`config.mk`:
```
export PLATFORM = sky130hd
export DESIGN_NAME = sensor_event_capture
export DESIGN_NICKNAME = d
export VERILOG_FILES = /design/src/rtl/train_pkg.sv /design/src/rtl/sensor_debounce.sv /design/src/rtl/sensor_event_capture.sv
export SDC_FILE = /design/constraint.sdc
export NUM_CORES = 1
export LEC_CHECK = 0
export ABC_AREA = 1
export CORE_UTILIZATION = 50
export CTS_BUF_LIST = sky130_fd_sc_hd__clkbuf_4
export CTS_CLUSTER_SIZE = 25
export DETAILED_ROUTE_END_ITERATION = 6
export PLACE_DENSITY = 0.72
export SLEW_MARGIN = 20
export SYNTH_ARGS = -nofsm -noshare
export SYNTH_HDL_FRONTEND = slang
export SYNTH_SLANG_ARGS = --single-unit
```
`constraint.sdc`:
```
create_clock -name clk_100mhz -period 3.35 [get_ports clk_100mhz]
set_clock_uncertainty 0.15 [all_clocks]
set_input_delay 0.8375 -clock clk_100mhz [delete_from_list [all_inputs] [get_ports clk_100mhz]]
set_output_delay 0.8375 -clock clk_100mhz [all_outputs]
set_load 0.01 [all_outputs]
```
`src/rtl/train_pkg.sv`:
```
// Shared constants and types for the train controller: sensor numbering and the
// queued event format.
package train_pkg;
  localparam int unsigned NUM_SENSORS = 6;
  localparam int unsigned SID_W       = 3;

  localparam logic EV_RISE = 1'b1;
  localparam logic EV_FALL = 1'b0;

  localparam logic [SID_W-1:0] SENSOR_S1 = 3'd1;
  localparam logic [SID_W-1:0] SENSOR_S2 = 3'd2;
  localparam logic [SID_W-1:0] SENSOR_S3 = 3'd3;
  localparam logic [SID_W-1:0] SENSOR_S4 = 3'd4;
  localparam logic [SID_W-1:0] SENSOR_S5 = 3'd5;
  localparam logic [SID_W-1:0] SENSOR_S6 = 3'd6;

  typedef struct packed {
    logic [SID_W-1:0] sensor;
    logic             level;
  } event_t;
endpackage

```
`src/rtl/sensor_debounce.sv`:
```
// One sensor line: 2-flop synchronizer, mismatch counter and stable level.
// `change` is high in the cycle whose edge will accept the new level.
module sensor_debounce
  import train_pkg::*;
#(
  parameter int unsigned DEBOUNCE_CYCLES = 1_000_000
) (
  input  logic clk,
  input  logic rst,
  input  logic raw,
  output logic stable,
  output logic change
);
  localparam int unsigned CW = $clog2(DEBOUNCE_CYCLES);
  localparam logic [CW-1:0] CNT_LAST = CW'(DEBOUNCE_CYCLES - 1);

  logic          sync1;
  logic          sync2;
  logic [CW-1:0] cnt;

  assign change = (sync2 != stable) && (cnt == CNT_LAST);

  always_ff @(posedge clk) begin
    if (rst) begin
      sync1  <= 1'b0;
      sync2  <= 1'b0;
      stable <= 1'b0;
      cnt    <= '0;
    end else begin
      sync1 <= raw;
      sync2 <= sync1;
      if (sync2 == stable) begin
        cnt <= '0;
      end else if (cnt == CNT_LAST) begin
        stable <= sync2;
        cnt    <= '0;
      end else begin
        cnt <= cnt + 1'b1;
      end
    end
  end
endmodule

```
`src/rtl/sensor_event_capture.sv`:
```
// Debounces sensors S1-S6 and queues every accepted level change as an event
// in a first-word-fall-through FIFO popped with a valid/ready handshake.
module sensor_event_capture
  import train_pkg::*;
#(
  parameter int unsigned DEBOUNCE_CYCLES = 1_000_000,
  parameter int unsigned FIFO_DEPTH      = 8
) (
  input  logic             clk_100mhz,
  input  logic             rst,
  input  logic             S1,
  input  logic             S2,
  input  logic             S3,
  input  logic             S4,
  input  logic             S5,
  input  logic             S6,
  input  logic             ev_ready,
  input  logic             ovf_clr,
  output logic             ev_valid,
  output logic [SID_W-1:0] ev_sensor,
  output logic             ev_level,
  output logic [5:0]       sensor_state,
  output logic             overflow
);
  localparam int unsigned AW = $clog2(FIFO_DEPTH);

  logic [NUM_SENSORS-1:0] raw;
  logic [NUM_SENSORS-1:0] stable;
  logic [NUM_SENSORS-1:0] change;
  logic [NUM_SENSORS-1:0] pending;
  logic [NUM_SENSORS-1:0] grant;
  logic                   push;
  event_t                 push_ev;

  event_t        mem [FIFO_DEPTH];
  event_t        head;
  logic [AW:0]   wptr;
  logic [AW:0]   rptr;
  logic          empty;
  logic          full;
  logic          pop;
  logic          wr;
  logic          drop;

  assign raw = {S6, S5, S4, S3, S2, S1};

  for (genvar i = 0; i < NUM_SENSORS; i++) begin : g_deb
    sensor_debounce #(.DEBOUNCE_CYCLES(DEBOUNCE_CYCLES)) u_deb (
      .clk   (clk_100mhz),
      .rst   (rst),
      .raw   (raw[i]),
      .stable(stable[i]),
      .change(change[i])
    );
  end

  assign sensor_state = stable;

  // Fixed priority: lowest-numbered pending sensor is pushed this cycle.
  always_comb begin
    grant   = '0;
    push    = 1'b0;
    push_ev = '0;
    for (int unsigned i = 0; i < NUM_SENSORS; i++) begin
      if (pending[i] && !push) begin
        grant[i]       = 1'b1;
        push           = 1'b1;
        push_ev.sensor = SENSOR_S1 + SID_W'(i);
        push_ev.level  = stable[i];
      end
    end
  end

  assign empty = (wptr == rptr);
  assign full  = (wptr[AW] != rptr[AW]) && (wptr[AW-1:0] == rptr[AW-1:0]);
  assign pop   = ev_valid && ev_ready;
  assign wr    = push && (!full || pop);
  assign drop  = push && full && !pop;

  assign head      = mem[rptr[AW-1:0]];
  assign ev_valid  = !empty;
  assign ev_sensor = ev_valid ? head.sensor : '0;
  assign ev_level  = ev_valid & head.level;

  always_ff @(posedge clk_100mhz) begin
    if (wr) mem[wptr[AW-1:0]] <= push_ev;
  end

  always_ff @(posedge clk_100mhz) begin
    if (rst) begin
      pending  <= '0;
      wptr     <= '0;
      rptr     <= '0;
      overflow <= 1'b0;
    end else begin
      pending <= (pending & ~grant) | change;
      if (wr)  wptr <= wptr + 1'b1;
      if (pop) rptr <= rptr + 1'b1;
      if (drop)         overflow <= 1'b1;
      else if (ovf_clr) overflow <= 1'b0;
    end
  end
endmodule

```
==> run metrics <==
HPWL Detailed=12.6 mm; nets=about 1300; DR iter-0 viols=between 400 and 500; Syn Area/Cell=around 7.4 sq um; Clk pwr share=approximately a third; DRC=0; DIE AREA=approximately 0.018 sq mm; IO Pins=22; min-delay worst type=reg2reg; CTS tree=built; total grt overflow=0; vias=7504; row count=48; Final setup viols=0; sequential fraction of the synthesis area=45.5%; worst r2r src=g_deb[4].u_deb.cnt[0]$_SDFF_PP0_; total core area=0.0174 sq mm; Seq pwr share=between 60 and 70%; RSZ-0062 raised after global routing=no; CP most frequent cell=nor2_1; min cycle time layout=roughly 3.2 ns; synthesized instance count=1219; Routed Antenna Nets=0; Logic pwr share=~1.4%; Final period util=around 95%; fin area=0.00966 sq mm; maximum buffer depth of the clock tree=2; Root Driver=clkbuf_4; Sw Ratio=a little over a fifth; CP endpoint kind=output port; port bufs=21; reg2reg setup slack=~1.1 ns; number of global-route vias before repair=between 6000 and 7000; worst-case vdd ir drop=0.219 mV; critical path class=reg2out; setup_tns=0 ns; wire per inst=approximately 12 microns; Synth async-reset ratio=0%; first-pass GRT wire length=between 20 and 30 mm; clock-pin slew on the worst setup and hold paths=between 0.1 and 0.15 ns; FMAX=~0.31 GHz; static leakage=about 3.2 nW; Yosys warnings=0; Tot GR Track Use=between 10% and 20%; Mapped Area=0.00897 sq mm; pin count of the biggest net entering global routing=22; final wirelength=roughly 17 mm; share of layout cells above drive strength 1=around 7.3%; Synth Flop Type=dfxtp_1; placed cell areas=0.00932 sq mm; Arr. time, crit path=about 2.2 ns; crit path launch type=register; measured slew at the worst slew-check pin=~0.83 ns; Post-synth EDFFs=32; slowest stage delay, CP=0.53 ns; number of synthesized register bits=around 190; n_diodes=0; worst hold margin=about 0.26 ns; power density cells=about 370 mW/mm^2; clock latency on the worst-skew pair=0.57 ns; Max Fanout on Critical Path=9; initial antenna violation count=0; die width=~140 microns; worst r2r path cells=6; cts bufs inserted=17; Layout area overhead=7.67%; Max Slew Vio Count=0; slew margin rel.=~45%; CP Cell Sequence=clkinvlp_4 -> buf_4 -> nor2_1 -> o22ai_1 -> nor2_1 -> nor2_1 -> clkdlybuf4s50_1; syn_nets=1237; outcome=finished clean; maximum capacitance violations=0; Final Hold Fails=0; clock tree sinks=approximately 190; CP endpoint=ev_level; CTS Hold Bufs=0; terminus of the critical flop-to-flop path=g_deb[4].u_deb.cnt[14]$_SDFF_PP0_; DR vias/cell=just over 5; Int Power=around 2.8 mW; count of unique library cells instantiated by Yosys=37; CP required=2.36 ns; initial core utilization=between 50% and 60%; P_sw=776 uW; gp weighted congestion=~0.88; drt pass-1 iters=5; Die H=136 microns; slowest cell on the critical path=clkdlybuf4s50_1; CTS H-tree lvls=4
[stage by stage]
stage | util (%) | instances | setup WS (ns) | power (mW)
finish | 55.4 | 1478 | 0.172 | 3.55
CTS | 55.2 | 1473 | 0.0176 | 3.60
detailed placement | 53.5 | 1440 | 0.346 | 2.40
floorplan | - | 1219 | 1.19 | 2.38
global placement | 53.5 | 1440 | 0.394 | 2.40
global route | 55.4 | 1478 | 0.000863 | 3.70
[registers in the layout, indices dropped and copies added, names as in the netlist, 4 cells and up, named ones only]
name and flops:
rptr 4, mem 32, g_deb.u_deb.stable 6, g_deb.u_deb.sync1 6
wptr 4, g_deb.u_deb.sync2 6, g_deb.u_deb.cnt 120, pending 6
[synth_stat cells (14+ instances only)]
| library cell | instances | share of area (%) |
|---|---|---|
| dfxtp_1 | 156 | 35 |
| edfxtp_1 | 32 | 11 |
| nand3b_1 | 14 | 1.2 |
| xor2_1 | 24 | 2.3 |
| a21oi_1 | 72 | 4.0 |
| nand2_1 | 272 | 11 |
| o21ai_0 | 34 | 1.9 |
| nor2_2 | 15 | 1.0 |
| inv_1 | 124 | 5.2 |
| nand3_1 | 77 | 4.3 |
| nand4_1 | 32 | 2.2 |
| nor2_1 | 238 | 10 |
| nor3_1 | 21 | 1.2 |
[kinds of logic after synthesis]
logic type | Yosys count | synth area share (%)
flip-flops | 188 | 45.5
AO/OA/AOI/OAI | 126 | 7.58
buffers and inverters | 153 | 7.14
AND/OR/NAND/NOR | 706 | 34.8
adder cells (fa/ha/maj) | 8 | 1.12
XOR/XNOR | 38 | 3.80
[area by class of cell]
| class | instances | area [sq um] |
|---|---|---|
| Tap cell | 225 | 282 |
| Inverter | 126 | 477 |
| Clock inverter | 11 | 119 |
| Clock buffer | 20 | 150 |
| Sequential cell | 188 | 4090 |
| Multi-Input combinational cell | 878 | 4240 |
| Fill cell | 1686 | 7760 |
| Timing Repair Buffer | 30 | 295 |
[how the worst min path moves through the flow]
stage	startpoint	endpoint	slack [ns]	depth (start not counted)
final	g_deb[1].u_deb.sync1$_SDFF_PP0_	g_deb[1].u_deb.sync2$_SDFF_PP0_	0.26	2
after global routing	g_deb[4].u_deb.sync1$_SDFF_PP0_	g_deb[4].u_deb.sync2$_SDFF_PP0_	0.29	2
after CTS	g_deb[1].u_deb.sync1$_SDFF_PP0_	g_deb[1].u_deb.sync2$_SDFF_PP0_	0.26	2
after detailed placement	g_deb[1].u_deb.sync1$_SDFF_PP0_	g_deb[1].u_deb.sync2$_SDFF_PP0_	0.25	2
after global placement	g_deb[1].u_deb.sync1$_SDFF_PP0_	g_deb[1].u_deb.sync2$_SDFF_PP0_	0.24	2
after floorplan	g_deb[0].u_deb.sync1$_SDFF_PP0_	g_deb[0].u_deb.sync2$_SDFF_PP0_	0.24	2
[per-layer routing]
metal  track usage, %  vias up  wire, microns
met5                0        -              0
met4             5.31        0            170
met3             4.06       18            561
met2             32.3      109           7920
met1             26.6     3396           8580
li1                 -     3981              -
[worst max-delay path, delay by kind of cell (launching register included)]
family                 cells  cell delay, ns
AO/OA/AOI/OAI              1            0.17
buffers and inverters      3            0.84
flip-flops                 1            0.40
AND/OR/NAND/NOR            3            0.21
[power by group through the flow]
stage               clock, mW  sequential, mW  combinational, mW
global placement            0            2.35             0.0493
detailed placement          0            2.35             0.0503
finish                   1.20            2.30             0.0490
CTS                      1.25            2.30             0.0504
floorplan                   0            2.35             0.0309
global route             1.34            2.31             0.0555
[what timing repair did]
action / CTS / global route
resized for setup: 3 / 7
endpoints found under the setup margin: 4 / 4
gates cloned: 0 / 0
buffers inserted: 2 / 5
[cells in the final DEF, fill, tap and decap left out, types with 5 or more instances in the layout]
cell / netlist / layout
nand2_1: 272 / 272
nor2_1: 238 / 238
dfxtp_1: 156 / 153
inv_1: 124 / 123
nand3_1: 77 / 77
a21oi_1: 72 / 72
o21ai_0: 34 / 33
nand4_1: 32 / 32
edfxtp_1: 32 / 32
xor2_1: 24 / 24
nor3_1: 21 / 21
clkbuf_4: 0 / 20
clkdlybuf4s50_1: 0 / 19
nor2_2: 15 / 15
nand3b_1: 14 / 14
xnor2_1: 13 / 13
or2_0: 9 / 9
nand3_2: 8 / 8
ha_1: 8 / 8
buf_4: 10 / 8
o211ai_1: 7 / 7
o22ai_1: 5 / 5
or2_2: 5 / 5
a21oi_2: 5 / 5
Note: power is estimated with default switching activity, not from simulation.
